==> src/rtl/prog_loader.sv <==
// Boot loader: accepts a framed program image (MAGIC, BASE, LEN, payload, CHK) over a
// byte valid/ready stream, writes it to RAM and releases the CPU once the checksum passes.
module prog_loader #(
  parameter logic [7:0] MAGIC   = 8'hA5,
  parameter int         TIMEOUT = 1000
) (
  input  logic       clock,
  input  logic       reset,
  input  logic       in_valid,
  input  logic [7:0] in_data,
  output logic       in_ready,
  output logic       mem_we,
  output logic [7:0] mem_addr,
  output logic [7:0] mem_wdata,
  output logic       cpu_reset,
  output logic       done,
  output logic       error,
  output logic [2:0] o_dbg_state
);

  // Handshake: a byte moves when in_valid && in_ready at posedge clock; in_ready is a
  // function of state only, and in_valid/in_data must stay stable until the transfer.

  localparam int TW = $clog2(TIMEOUT + 1);
  localparam logic [TW-1:0] TIMER_LAST = TW'(TIMEOUT - 1);

  typedef enum logic [2:0] {
    S_IDLE  = 3'd0,
    S_BASE  = 3'd1,
    S_LEN   = 3'd2,
    S_LOAD  = 3'd3,
    S_CHECK = 3'd4,
    S_RUN   = 3'd5,
    S_ERROR = 3'd6
  } state_t;

  state_t          r_state,     w_state_n;
  logic [7:0]      r_ptr,       w_ptr_n;
  logic [8:0]      r_count,     w_count_n;
  logic [7:0]      r_sum,       w_sum_n;
  logic [TW-1:0]   r_timer,     w_timer_n;
  logic            r_mem_we,    w_mem_we_n;
  logic [7:0]      r_mem_addr,  w_mem_addr_n;
  logic [7:0]      r_mem_wdata, w_mem_wdata_n;

  logic            w_accept;
  logic            w_in_frame;
  logic [7:0]      w_sum_add;

  assign in_ready    = (r_state != S_RUN);
  assign w_accept    = in_valid && in_ready;
  assign w_sum_add   = r_sum + in_data;
  assign w_in_frame  = (r_state == S_BASE) || (r_state == S_LEN) ||
                       (r_state == S_LOAD) || (r_state == S_CHECK);

  assign done        = (r_state == S_RUN);
  assign error       = (r_state == S_ERROR);
  assign cpu_reset   = (r_state != S_RUN);
  assign mem_we      = r_mem_we;
  assign mem_addr    = r_mem_addr;
  assign mem_wdata   = r_mem_wdata;
  assign o_dbg_state = r_state;

  always_ff @(posedge clock) begin
    if (reset) begin
      r_state     <= S_IDLE;
      r_ptr       <= 8'd0;
      r_count     <= 9'd0;
      r_sum       <= 8'd0;
      r_timer     <= '0;
      r_mem_we    <= 1'b0;
      r_mem_addr  <= 8'd0;
      r_mem_wdata <= 8'd0;
    end else begin
      r_state     <= w_state_n;
      r_ptr       <= w_ptr_n;
      r_count     <= w_count_n;
      r_sum       <= w_sum_n;
      r_timer     <= w_timer_n;
      r_mem_we    <= w_mem_we_n;
      r_mem_addr  <= w_mem_addr_n;
      r_mem_wdata <= w_mem_wdata_n;
    end
  end

  always_comb begin
    w_state_n     = r_state;
    w_ptr_n       = r_ptr;
    w_count_n     = r_count;
    w_sum_n       = r_sum;
    w_timer_n     = '0;
    w_mem_we_n    = 1'b0;
    w_mem_addr_n  = r_mem_addr;
    w_mem_wdata_n = r_mem_wdata;

    // An accept in the expiring cycle wins over the timeout.
    if (w_in_frame && !w_accept) begin
      if (r_timer == TIMER_LAST) begin
        w_state_n = S_ERROR;
      end else begin
        w_timer_n = r_timer + TW'(1);
      end
    end

    case (r_state)
      S_IDLE: begin
        if (w_accept && (in_data == MAGIC)) begin
          w_state_n = S_BASE;
        end
      end
      S_BASE: begin
        if (w_accept) begin
          w_ptr_n   = in_data;
          w_sum_n   = in_data;
          w_state_n = S_LEN;
        end
      end
      S_LEN: begin
        if (w_accept) begin
          w_count_n = (in_data == 8'd0) ? 9'd256 : {1'b0, in_data};
          w_sum_n   = w_sum_add;
          w_state_n = S_LOAD;
        end
      end
      S_LOAD: begin
        if (w_accept) begin
          w_mem_we_n    = 1'b1;
          w_mem_addr_n  = r_ptr;
          w_mem_wdata_n = in_data;
          w_ptr_n       = r_ptr + 8'd1;
          w_sum_n       = w_sum_add;
          w_count_n     = r_count - 9'd1;
          if (r_count == 9'd1) begin
            w_state_n = S_CHECK;
          end
        end
      end
      S_CHECK: begin
        if (w_accept) begin
          w_sum_n   = w_sum_add;
          w_state_n = (w_sum_add == 8'd0) ? S_RUN : S_ERROR;
        end
      end
      S_RUN: begin
        w_state_n = S_RUN;
      end
      S_ERROR: begin
        if (w_accept && (in_data == MAGIC)) begin
          w_state_n = S_BASE;
        end
      end
      default: begin
        w_state_n = S_IDLE;
      end
    endcase
  end

  a_write_follows_load: assert property (@(posedge clock) disable iff (reset)
    r_mem_we |-> ($past(r_state) == S_LOAD));

  a_run_is_terminal: assert property (@(posedge clock) disable iff (reset)
    (r_state == S_RUN) |=> (r_state == S_RUN));

endmodule

==> config.mk <==
export PLATFORM = sky130hd
export DESIGN_NAME = prog_loader
export DESIGN_NICKNAME = d
export VERILOG_FILES = /design/src/rtl/prog_loader.sv
export SDC_FILE = /design/constraint.sdc
export NUM_CORES = 1
export LEC_CHECK = 0
export ABC_AREA = 1
export CAP_MARGIN = 20
export CORE_UTILIZATION = 30
export CTS_BUF_LIST = sky130_fd_sc_hd__clkbuf_16
export DETAILED_ROUTE_END_ITERATION = 7
export PLACE_DENSITY = 0.46
export SYNTH_ARGS = -nofsm -noshare
export SYNTH_HDL_FRONTEND = slang
export SYNTH_SLANG_ARGS = --single-unit
==> constraint.sdc <==
create_clock -name clock -period 2.13 [get_ports clock]
set_input_delay 0.426 -clock clock [delete_from_list [all_inputs] [get_ports clock]]
set_output_delay 0.426 -clock clock [all_outputs]
set_load 0.03 [all_outputs]
======== Word level (Yosys, flattened, before mapping) ========
Index checks and enable logic that the tools add are counted.
word-level totals
  bits in registers ....................... 55
  output and inout port bits .............. 24
  word-level logic and storage cells ...... 69
cells by class
  $add $sub $neg .......................... 4
  eq/ne operators ......................... 14
  mux-type cells .......................... 20
  bitwise logic cells ..................... 2
  reduce and logical (&&, ||, !) cells .... 21
operators by type and width
  kind                     count
  $pmux W8 S2              2
  $mux W9                  3
  $mux W3                  8
  $mux W8                  3
  $pmux W3 S6              1
  $pmux W9 S2              1
  $logic_not A8 Y1         2
  $add A10 B1 Y10 const B  1
  $eq A10 B10 Y1 const B   1
  $eq A3 B3 Y1 const B     3
  $eq A9 B1 Y1 const B     1
  $reduce_and A3 Y1        3
  $sub A9 B1 Y9 const B    1
  $add A8 B1 Y8 const B    1
  $add A8 B8 Y8            1
  $eq A8 B8 Y1 const B     1
  $eq A3 B2 Y1 const B     2
  $ne A2 B2 Y1 const B     3
  $reduce_bool A2 Y1       3
  $reduce_or A3 Y1         2
  $reduce_or A2 Y1         2
  $eq A3 B1 Y1 const B     1
  $logic_and A1 B1 Y1      3
  $logic_not A3 Y1         1
  other kinds (8)          11

======== Longest topological paths before layout ========
Gate-level depths: netlist (run 1).
  word-level depth ........................ 9
  depth in mapped cells ................... 15
  depth with buffers taken out ............ 15

======== Least setup slack after synthesis (run 1) ========
Ideal clock, no wire load.
  path type ............................... input to register
  from .................................... input port in_data[0]
  to ...................................... register r_state[0], in the netlist o_dbg_state[0]
  setup time .............................. 0.070 ns
  arrival time ............................ 1.952 ns
  data required time ...................... 2.060 ns
  setup slack ............................. 0.108 ns
  stages .................................. 12
  path through ............................ ha_1 > fa_1 > or2_2 > nor2_1 > nand3_1 > nor2_1 > nand2_1 > nand2_1 > nand2_1 > nand2_1 > nand2_1 > a21oi_1
on the way
  cells in the longest elaborated chain, start to end .. 5
ends and longest elaborated chain
  element               line  text
  from (decl)           10    input logic [7:0] in_data,
  $add A8 B8 Y8         52    assign w_sum_add = r_sum + in_data;
  $logic_not A8 Y1      141   w_state_n = (w_sum_add == 8'd0) ? S_RUN : S_ERROR;
  $mux W2               141
  $mux W3               139   if (w_accept) begin
  $pmux W3 S6 (*)       105   case (r_state)
  to (signal assigned)  75    r_state <= w_state_n;
  to (decl)             37    state_t r_state, w_state_n;
Mark *: on every way between the ends. The rest lies on a longest branch, timed or not.
A chain may end at the register's enable or synchronous reset.

======== Final worst setup path (run 1) ========
Ends and elaborated chain as after synthesis.

==> reports/metrics.yaml, run 1 <==
sta:
  fin_crit_sh_pct: 95.2
  fmax_mhz: 493
  rsz0062_at_grt: "no"
  slew_viol_final: 0
  hold_viol: 0
  worstMarginPinSlew_ns: 0.397
  relSlewSlack_pct: 73.4
  worst_slack_ns: 0.102
  finalSetupViolCount: 0
  fin_crit_ns: 2.03
  whs_ns: 0.451
  clock_skew_ns: 0.00398
pwr:
  vdd_drop_max_mv: 0.316
  combPwrFrac_pct: 32.8
  internal_power_mw: 1.96
  pwr-share-seq_pct: 39.8
  powerDensity_mw_per_mm2: 765
  switching_power_mw: 1.03
  switching_share_pct: 34.5
  clkPwrFrac_pct: 27.3
  leakage_nw: 1.67
grt:
  first_global_vias: 2894
  grt_max_degree: 29
  antenna_found_initial: 0
  track_usage_pct: 16.7
  grt_pass1_wl_mm: 13.8
  gr-total-overflow: 0
route:
  drc_errors: 0
  num_vias: 3126
  viasPerCell: 4.84
  final_antenna_net_count: 0
  drtPass1Iterations: 5
  first_iter_violations: 182
  routed_wl_mm: 8.40
  avgRoutedWirePerCell_um: 13.0
place:
  dp_slack_ns: -0.505
  gp_congestion: 0.821
  place.port_buffers: 34
  placed_cell_area_mm2: 0.00374
  dp_hpwl_mm: 6.15
floorplan:
  ios: 35
  die_area_mm2: 0.0106
  initial_core_util_pct: 31.1
  coreArea_mm2: 0.00982
  die_w_um: 103
  std_cell_rows: 36
  die_h_um: 103
layout:
  drive_above_1_share_pct: 10.7
  final_core_util_pct: 39.7
  n_antenna_cell: 0
  area_delta_synth_final_pct: 27.9
  finalInstanceArea_mm2: 0.00390
  nFillCells: 1072
  nets: 535
clock_network:
  cts_root_buffer: "clkbuf_16"
  cts_tree: "yes"
  clk_latency_ns: 0.29
  cts.clk_slew.worst_paths_ns: 0.07
  cts.sinks: 55
  clock_path_buffers: 2
  htreeDepth: 2
  post-cts-setup-buffers: 0
  cts_buffers: 5
yosys:
  synth.distinct_cells: 32
  syn-cell-area_mm2: 0.00305
  synth_edf_count: 0
  synth_nets: 477
  synth_area_leaders: "dfxtp_1 (36%), nand2_1 (13%), a21oi_1 (7.9%)"
  synthCells: 454
  synth_most_common_cell: "nand2_1"
  synth_seq_area_share_pct: 36.1
  yosysTopAreaCell: "dfxtp_1"
  synth_seq_cells: 55
  avgSynthCellArea_um2: 6.72
  synth_top_area_share_pct: 36.1
  yosys_warnings: 0
  ys.flop_type: "dfxtp_1"
  synth_common_cells: "nand2_1 (103), dfxtp_1 (55), inv_1 (51)"
  ys_async_sr_fraction_pct: 0
worst_setup_path:
  cp.arrival_ns: 2.25
  required_ns: 2.36
  cp-end-kind: "flop"
  crit_path_max_fanout: 2
  start_kind: "input port"
  critPathKind: "in2reg"
outcome:
  status: "completed"
hold_path:
  hp-class: "reg2reg"
run:
  maxCapViolCount: 0
flip-flops by register name, indices dropped and copies added (netlist names):
register	cells
r_sum	8
r_ptr	8
mem_we	1
r_timer	10
mem_wdata	8
mem_addr	8
o_dbg_state	3
r_count	9
logic make-up (layout without fill, tap and decap cells):
group / after synthesis / count (layout) / share of synthesized area [%]
simple gates: 212 / 212 / 29.7
buf+inv: 69 / 128 / 8.90
xor+xnor: 11 / 11 / 3.16
compound gates: 95 / 95 / 17.0
fa+ha+maj: 12 / 12 / 5.17
flops: 55 / 55 / 36.1
what timing repair did:
item | in CTS | in global routing
endpoints found under the hold margin | 0 | 0
setup endpoints to repair | 5 | 3
hold buffers | 0 | 0
pin swaps | 0 | 4
gates resized for setup | 6 | 7
cell type report:
cell class	count	area [um^2]	area share (%)
inverters	53	199	5.10
well taps	133	166	4.26
flip-flops and latches	55	1100	28.2
repair buffers	67	584	15.0
clock buffers	5	125	3.21
multi-input cells	330	1710	43.8
clock inverters	3	16.3	0.417
per-layer routing:
layer / GRT usage, % / vias to the layer above / share of wire (%)
met3: 3.05 / 4 / 4.6
met1: 23.3 / 1450 / 50
met5: 0 / - / 0
met2: 26.5 / 59 / 44
met4: 4.12 / 0 / 0.51
li1: - / 1613 / -
power by group through the flow:
stage	clock [mW]	sequential, mW	combinational, mW
after floorplan	0	1.21	0.603
after global placement	0	1.21	0.953
after detailed placement	0	1.21	0.955
after CTS	0.837	1.19	0.959
after global routing	0.873	1.20	1.11
final	0.817	1.19	0.980
metrics by stage:
step | total power, mW | TNS (ns) | std cells
2_1_floorplan | 1.82 | 0 | 454
3_3_place_gp | 2.16 | -1.26 | 638
3_5_place_dp | 2.16 | -1.35 | 638
4_1_cts | 2.98 | 0 | 646
5_1_grt | 3.18 | 0 | 646
6_report | 2.99 | 0 | 646
worst max-delay path: stages:
cell and delay, ns:
dlygate4sd2_1 0.24, ha_2 0.20, fa_2 0.43, or2_4 0.26, nor2_2 0.10, nand3_1 0.08
nor2_1 0.12, nand2_1 0.09, nand2_1 0.06, nand2_1 0.04, nand2_1 0.05, nand2_1 0.05
a21oi_1 0.11
path summary, 6_finish.rpt:
path | from | slack (ns) | end | cells after the start
max | in_data[0] | 0.10 | o_dbg_state[0] | 13
min reg2reg | r_timer[0] | 0.45 | r_timer[0] | 1
max reg2reg | r_sum[0] | 0.14 | o_dbg_state[0] | 12
min | r_timer[0] | 0.45 | r_timer[0] | 1
placed cells by master, fill, tap and decap left out, types with 2 or more instances in the layout:
master	n
nor3_1	8
a211oi_1	2
o22ai_1	2
a21oi_1	47
o21ai_0	26
o211ai_1	5
dfxtp_1	55
nand2_1	103
buf_4	33
dlygate4sd2_1	5
ha_1	8
nor2_2	4
clkbuf_16	5
nor2_1	41
nand4_1	7
clkdlybuf4s50_1	28
inv_2	2
xnor2_1	5
a31oi_1	7
xor2_1	6
inv_1	52
o221ai_1	2
ha_2	2
nand3_1	43
(Power assumes the default switching activity.)
==> inputs of run 2 (changes only) <==
CAP_MARGIN = not set   (was 20)
CTS_CLUSTER_DIAMETER = 80   (was not set)
GPL_ROUTABILITY_DRIVEN = 1   (was not set)
==> results of run 2 <==
Same layout as run 1: the final DEF is identical, and so are final timing and power.
